<file path="config.mk">
export PLATFORM = sky130hd
export DESIGN_NAME = display_scan_decoder
export DESIGN_NICKNAME = d
export VERILOG_FILES = /design/src/rtl/display_scan_decoder_pkg.sv /design/src/rtl/seg7_to_bcd.sv /design/src/rtl/display_scan_decoder.sv
export SDC_FILE = /design/constraint.sdc
export NUM_CORES = 1
export LEC_CHECK = 0
export ABC_AREA = 0
export BUFFER_PORTS_ARGS = -buffer_cell sky130_fd_sc_hd__buf_2
export CAP_MARGIN = 20
export CELL_PAD_IN_SITES_DETAIL_PLACEMENT = 1
export CELL_PAD_IN_SITES_GLOBAL_PLACEMENT = 1
export CORE_MARGIN = 2
export CORE_UTILIZATION = 46
export DETAILED_ROUTE_END_ITERATION = 16
export HOLD_SLACK_MARGIN = 0.06
export PLACE_DENSITY = 0.89
export SYNTH_ARGS = -nofsm -noshare
export SYNTH_HDL_FRONTEND = slang
export SYNTH_SLANG_ARGS = --single-unit
export TNS_END_PERCENT = 5
</file>
<file path="constraint.sdc">
create_clock -name CLK -period 5.3 [get_ports CLK]
set_input_delay 0.53 -clock CLK [delete_from_list [all_inputs] [get_ports CLK]]
set_output_delay 0.53 -clock CLK [all_outputs]
set_load 0.02 [all_outputs]
</file>
<file path="src/rtl/display_scan_decoder_pkg.sv">
// Shared constants for the 7-segment scan decoder: active-low segment codes (a..g, a in bit 6),
// the error digit value and the frame FSM state encoding.
package display_scan_decoder_pkg;

    localparam logic [6:0] SEG_0     = 7'b0000001;
    localparam logic [6:0] SEG_1     = 7'b1001111;
    localparam logic [6:0] SEG_2     = 7'b0010010;
    localparam logic [6:0] SEG_3     = 7'b0000110;
    localparam logic [6:0] SEG_4     = 7'b1001100;
    localparam logic [6:0] SEG_5     = 7'b0100100;
    localparam logic [6:0] SEG_6     = 7'b0100000;
    localparam logic [6:0] SEG_7     = 7'b0001111;
    localparam logic [6:0] SEG_8     = 7'b0000000;
    localparam logic [6:0] SEG_9     = 7'b0000100;
    localparam logic [6:0] SEG_BLANK = 7'b1111111;

    localparam logic [3:0] DIGIT_ERR = 4'hF;

    typedef enum logic {
        StCollect,
        StComplete
    } frame_state_e;

endpackage

</file>
<file path="src/rtl/seg7_to_bcd.sv">
// Combinational decode of an active-low 7-segment pattern (a in bit 6, g in bit 0) to a BCD digit.
// Unknown patterns, including blank, give DIGIT_ERR with err set.
module seg7_to_bcd
    import display_scan_decoder_pkg::*;
(
    input  logic [6:0] seg,
    output logic [3:0] digit,
    output logic       err
);

    always_comb begin
        digit = DIGIT_ERR;
        err   = 1'b0;
        case (seg)
            SEG_0:   digit = 4'd0;
            SEG_1:   digit = 4'd1;
            SEG_2:   digit = 4'd2;
            SEG_3:   digit = 4'd3;
            SEG_4:   digit = 4'd4;
            SEG_5:   digit = 4'd5;
            SEG_6:   digit = 4'd6;
            SEG_7:   digit = 4'd7;
            SEG_8:   digit = 4'd8;
            SEG_9:   digit = 4'd9;
            default: begin
                digit = DIGIT_ERR;
                err   = 1'b1;
            end
        endcase
    end

endmodule

</file>
<file path="src/rtl/display_scan_decoder.sv">
// Monitor for a multiplexed 7-segment bus: captures each stable digit and emits a frame pulse once
// every position has been seen. Define DECODE_DP_EN to also track decimal points.
module display_scan_decoder
    import display_scan_decoder_pkg::*;
#(
    parameter int unsigned NUM_DIGITS    = 4,
    parameter int unsigned STABLE_CYCLES = 4
) (
    input  logic                    CLK,
    input  logic                    RST,
    input  logic [NUM_DIGITS-1:0]   anodos,
    input  logic [7:0]              controles_display,
    output logic [4*NUM_DIGITS-1:0] digitos,
    output logic [NUM_DIGITS-1:0]   digito_err,
    output logic                    frame_valid,
    output logic                    error_anodo,
    output logic [NUM_DIGITS-1:0]   puntos
);

    localparam int unsigned CW = $clog2(STABLE_CYCLES + 1);
    localparam int unsigned PW = (NUM_DIGITS > 1) ? $clog2(NUM_DIGITS) : 1;
    localparam logic [CW-1:0] CNT_MAX = CW'(STABLE_CYCLES);

    logic [NUM_DIGITS-1:0] s_an_q;
    logic [7:0]            s_code_q;
    logic [PW-1:0]         prev_pos_q;
    logic [7:0]            prev_code_q;
    logic [CW-1:0]         cnt_q, cnt_d;
    logic [NUM_DIGITS-1:0] mask_q, mask_set;

    logic [PW-1:0] pos;
    int unsigned   n_low;
    logic          single, multi, match, capture;
    logic [7:0]    code_key;
    logic [3:0]    dec_digit;
    logic          dec_err;
    frame_state_e  frame_st_d;

    seg7_to_bcd u_dec (
        .seg   (s_code_q[7:1]),
        .digit (dec_digit),
        .err   (dec_err)
    );

`ifdef DECODE_DP_EN
    assign code_key = s_code_q;
`else
    // dp is masked out so it never affects stability
    assign code_key = {s_code_q[7:1], 1'b1};
    logic unused_dp;
    assign unused_dp = s_code_q[0];
`endif

    always_comb begin
        n_low = 0;
        pos   = '0;
        for (int unsigned i = 0; i < NUM_DIGITS; i++) begin
            if (!s_an_q[i]) begin
                n_low = n_low + 1;
                pos   = PW'(i);
            end
        end
        single = (n_low == 1);
        multi  = (n_low > 1);

        // cnt_q != 0 only if the previous sample was a single-position sample
        match = single && (cnt_q != '0) && (prev_pos_q == pos) && (prev_code_q == code_key);
        if (!single) begin
            cnt_d = '0;
        end else if (match) begin
            cnt_d = (cnt_q == CNT_MAX) ? CNT_MAX : cnt_q + 1'b1;
        end else begin
            cnt_d = CW'(1);
        end
        capture = single && (cnt_d == CNT_MAX) && !(match && (cnt_q == CNT_MAX));

        mask_set      = mask_q;
        mask_set[pos] = 1'b1;
        frame_st_d    = (capture && (&mask_set)) ? StComplete : StCollect;
    end

    always_ff @(posedge CLK) begin
        if (RST) begin
            s_an_q      <= '1;
            s_code_q    <= '1;
            prev_pos_q  <= '0;
            prev_code_q <= '1;
            cnt_q       <= '0;
            mask_q      <= '0;
            digitos     <= '0;
            digito_err  <= '0;
            frame_valid <= 1'b0;
            error_anodo <= 1'b0;
        end else begin
            s_an_q      <= anodos;
            s_code_q    <= controles_display;
            prev_pos_q  <= pos;
            prev_code_q <= code_key;
            cnt_q       <= cnt_d;
            error_anodo <= multi;
            frame_valid <= 1'b0;
            if (capture) begin
                digitos[{pos, 2'b00} +: 4] <= dec_digit;
                digito_err[pos]            <= dec_err;
                if (frame_st_d == StComplete) begin
                    frame_valid <= 1'b1;
                    mask_q      <= '0;
                end else begin
                    mask_q <= mask_set;
                end
            end
        end
    end

`ifdef DECODE_DP_EN
    always_ff @(posedge CLK) begin
        if (RST) begin
            puntos <= '0;
        end else if (capture) begin
            puntos[pos] <= ~s_code_q[0];
        end
    end
`else
    assign puntos = '0;
`endif

endmodule

</file>
==> out/qor.yml <==
sta:
  fin_crit_ns: 3.03
  setup_ws_ns: 2.27
  hold_viol_final: 0
  drv_slew: 0
  post-route-period-util_pct: 57.1
  worst_slew_pin_slew_ns: 0.696
  clock_skew_ns: 0.00654
  relSlewSlack_pct: 53.5
  rsz0062_at_grt: "no"
  fin_setup_tns_ns: 0
  setup_viol: 0
  max_freq_mhz: 330
worst_setup_path:
  start_kind: "flip-flop"
  cp_cell_sequence: "inv_1, ha_1, xnor2_1, ha_1, nor2b_1, mux2i_1, o31ai_4, nand4_2, mux2i_1"
  slowest_stage: "xnor2_1"
  path_delay_family: "adder cells"
  end_kind: "flip-flop"
  arrival_ns: 3.21
  critPathBufInv: 1
  slowest_delay_ns: 0.47
  crit_required_ns: 5.48
  path_max_fanout: 8
  r2r_slack_ns: 2.27
  crit_type: "reg -> reg"
place:
  hpwl_um: 3520
  port_buffers: 34
  preCtsSetupSlack_ns: 2.33
  dp.cells: 330
  place.gp.congestion: 0.851
floorplanning:
  initial_core_util_pct: 47.0
  die_h_um: 75.8
  fp.dieW_um: 75.8
  die_area_sq_mm: 0.00574
  num_rows: 26
  core_sq_mm: 0.00504
  io_pins: 40
run:
  cap_violations: 0
logic_synthesis:
  avgSynthCellArea_sq_um: 9.79
  synth_warnings: 0
  synth-edff-count: 0
  yosysUniqueCellTypes: 52
  netlist_area_sq_mm: 0.00237
  ys_seq_elements: 49
  synth_flop_cell: "dfxtp_1"
  syn_inst: 242
  seq_area_frac_synth_pct: 41.4
  ys_async_sr_fraction_pct: 0
clock_tree:
  clk_pin_slew_ns: 0.09
  h-tree-depth: 2
  cts_num_sinks: 49
  cts_setup_buffers: 0
  post_cts_resized: 0
  cts_max_path_buffers: 2
  clock_latency_ns: 0.30
  cts_tree: "yes"
  cts-root-buf: "clkbuf_8"
  cts_made_buffers: 5
  holdBufCountCts: 0
global_routing:
  grt_pass1_vias: 1741
  grt_start_max_net_pins: 52
  grt_use_total_pct: 19.1
  antenna_found_initial: 0
  grt_overflow: 0
  grt_pass1_wl_um: 8310
power:
  power.leakage_uw: 0.00120
  fin_total_pwr_uw: 736
  vdd_ir_drop_max_uv: 193
  cellPowerDensity_mw_per_mm2: 279
routing:
  vias_per_cell: 5.26
  via_count: 1778
  wirelength_um: 5160
  dr.pass1.iters: 4
  drc: 0
  drtIter0Drc: 97
  drtAntennaViolNets: 0
  routedWlPerCell_um: 15.3
cells_and_area:
  regArea_sq_um: 981
  fill_cells: 602
  multi_input_area_sq_mm: 0.00125
  antennaDiodeCount: 0
  nets: 286
  final_cells: 338
  final_util_pct: 52.4
  drive_above_1_share_pct: 26.9
  synthToLayoutAreaGrowth_pct: 11.5
hold_path:
  hp-class: "in -> reg"
status:
  outcome: "finished clean"
-- cells in the final DEF (no fill, tap or decap), types with 2 or more instances in the layout --
cell	instances
a21boi_1	2
nand4_2	3
a21oi_1	4
o2111ai_1	2
mux2i_1	21
nand4_1	5
nor4_1	2
o211ai_1	3
dfxtp_1	49
nor2b_1	2
a211o_1	2
or3b_2	2
nor3_1	4
nand2_1	7
ha_1	5
and3_1	2
inv_1	11
or3_1	3
clkbuf_8	5
or2_2	18
nor2_1	11
conb_1	4
o21ai_0	6
nand3b_1	4
xnor2_1	8
buf_2	34
o21a_1	2
nand2b_1	22
-- routing by layer --
metal  vias up  wire length [um]  global-route usage (%)
met2        37              2630                    32.5
met4         0                68                    5.07
met3         8               199                    4.37
met5         -                 0                       0
met1       862              2260                    24.3
li1        871                 -                       -
-- worst register-to-register path: stages, from the launching register on --
cell and delay, ns:
dfxtp_1 0.42, inv_1 0.10, ha_1 0.33, xnor2_1 0.47
ha_1 0.34, nor2b_1 0.12, mux2i_1 0.15, o31ai_4 0.41
nand4_2 0.36, mux2i_1 0.20
-- through the flow --
| step | hold WS (ns) | area [sq um] |
|---|---|---|
| 3_5_place_dp | 0.460 | 2530 |
| 6_report | 0.403 | 2640 |
| 2_1_floorplan | 0.435 | 2380 |
| 5_1_grt | 0.395 | 2640 |
| 3_3_place_gp | 0.447 | 2530 |
| 4_1_cts | 0.398 | 2640 |
-- kinds of logic (layout without fill, tap and decap cells) --
| kind of cell | Yosys count | after routing | share of synthesized area (%) |
|---|---|---|---|
| muxes | 21 | 21 | 8.87 |
| and+or+nand+nor | 93 | 93 | 24.4 |
| buffers and inverters | 30 | 53 | 6.29 |
| DFF | 49 | 49 | 41.4 |
| xor gates and xnor gates | 9 | 9 | 3.65 |
| other | 1 | 4 | 0.158 |
| AOI/OAI and AO/OA | 34 | 34 | 12.6 |
| adders and majority gates | 5 | 5 | 2.64 |
-- power breakdown --
group	switching (uW)	internal (uW)	leakage [uW]
Combinational	42.6	32.3	0.000748
Sequential	13.2	377	0.000400
Clock	129	142	0.0000554
-- worst paths after layout --
kind,from,endpoint,cells after the start
max reg2reg,s_an_q[1]$_SDFF_PP1_,digitos[0]$_SDFFE_PP0P_,9
max,s_an_q[1]$_SDFF_PP1_,digitos[0]$_SDFFE_PP0P_,9
min,controles_display[5],s_code_q[5]$_SDFF_PP1_,2
min reg2reg,digitos[12]$_SDFFE_PP0P_,digitos[12]$_SDFFE_PP0P_,2
-- synthesized netlist by cell type, types with 3 or more instances --
cell type | count | area (sq um)
o211ai_1 | 3 | 22.5
nor3_1 | 4 | 20.0
ha_1 | 5 | 62.6
inv_1 | 11 | 41.3
or2_2 | 18 | 113
mux2i_1 | 21 | 210
nand2b_1 | 22 | 138
nand3b_1 | 4 | 30.0
buf_2 | 5 | 25.0
dfxtp_1 | 49 | 981
nand4_2 | 3 | 37.5
or3_1 | 3 | 18.8
nor2_1 | 11 | 41.3
xnor2_1 | 8 | 70.1
nand2_1 | 7 | 26.3
nand4_1 | 5 | 31.3
clkbuf_1 | 7 | 26.3
a21oi_1 | 4 | 20.0
o21ai_0 | 6 | 30.0
buf_4 | 6 | 45.0
-- registers in the layout (all words and copies together), names as in the netlist --
name and cells:
digitos 16, prev_code_q 7, s_code_q 7, digito_err 4
mask_q 4, s_an_q 4, cnt_q 3, prev_pos_q 2
error_anodo 1, frame_valid 1
-- cell type report --
cell class	count	area share [%]
clock buffer	6	2.75
sequential	49	37.1
clock inverter	2	1.47
tap	70	3.32
inverter	11	1.56
multi-input combinational	166	47.3
timing repair buffer	34	6.44
(Power assumes the default switching activity.)
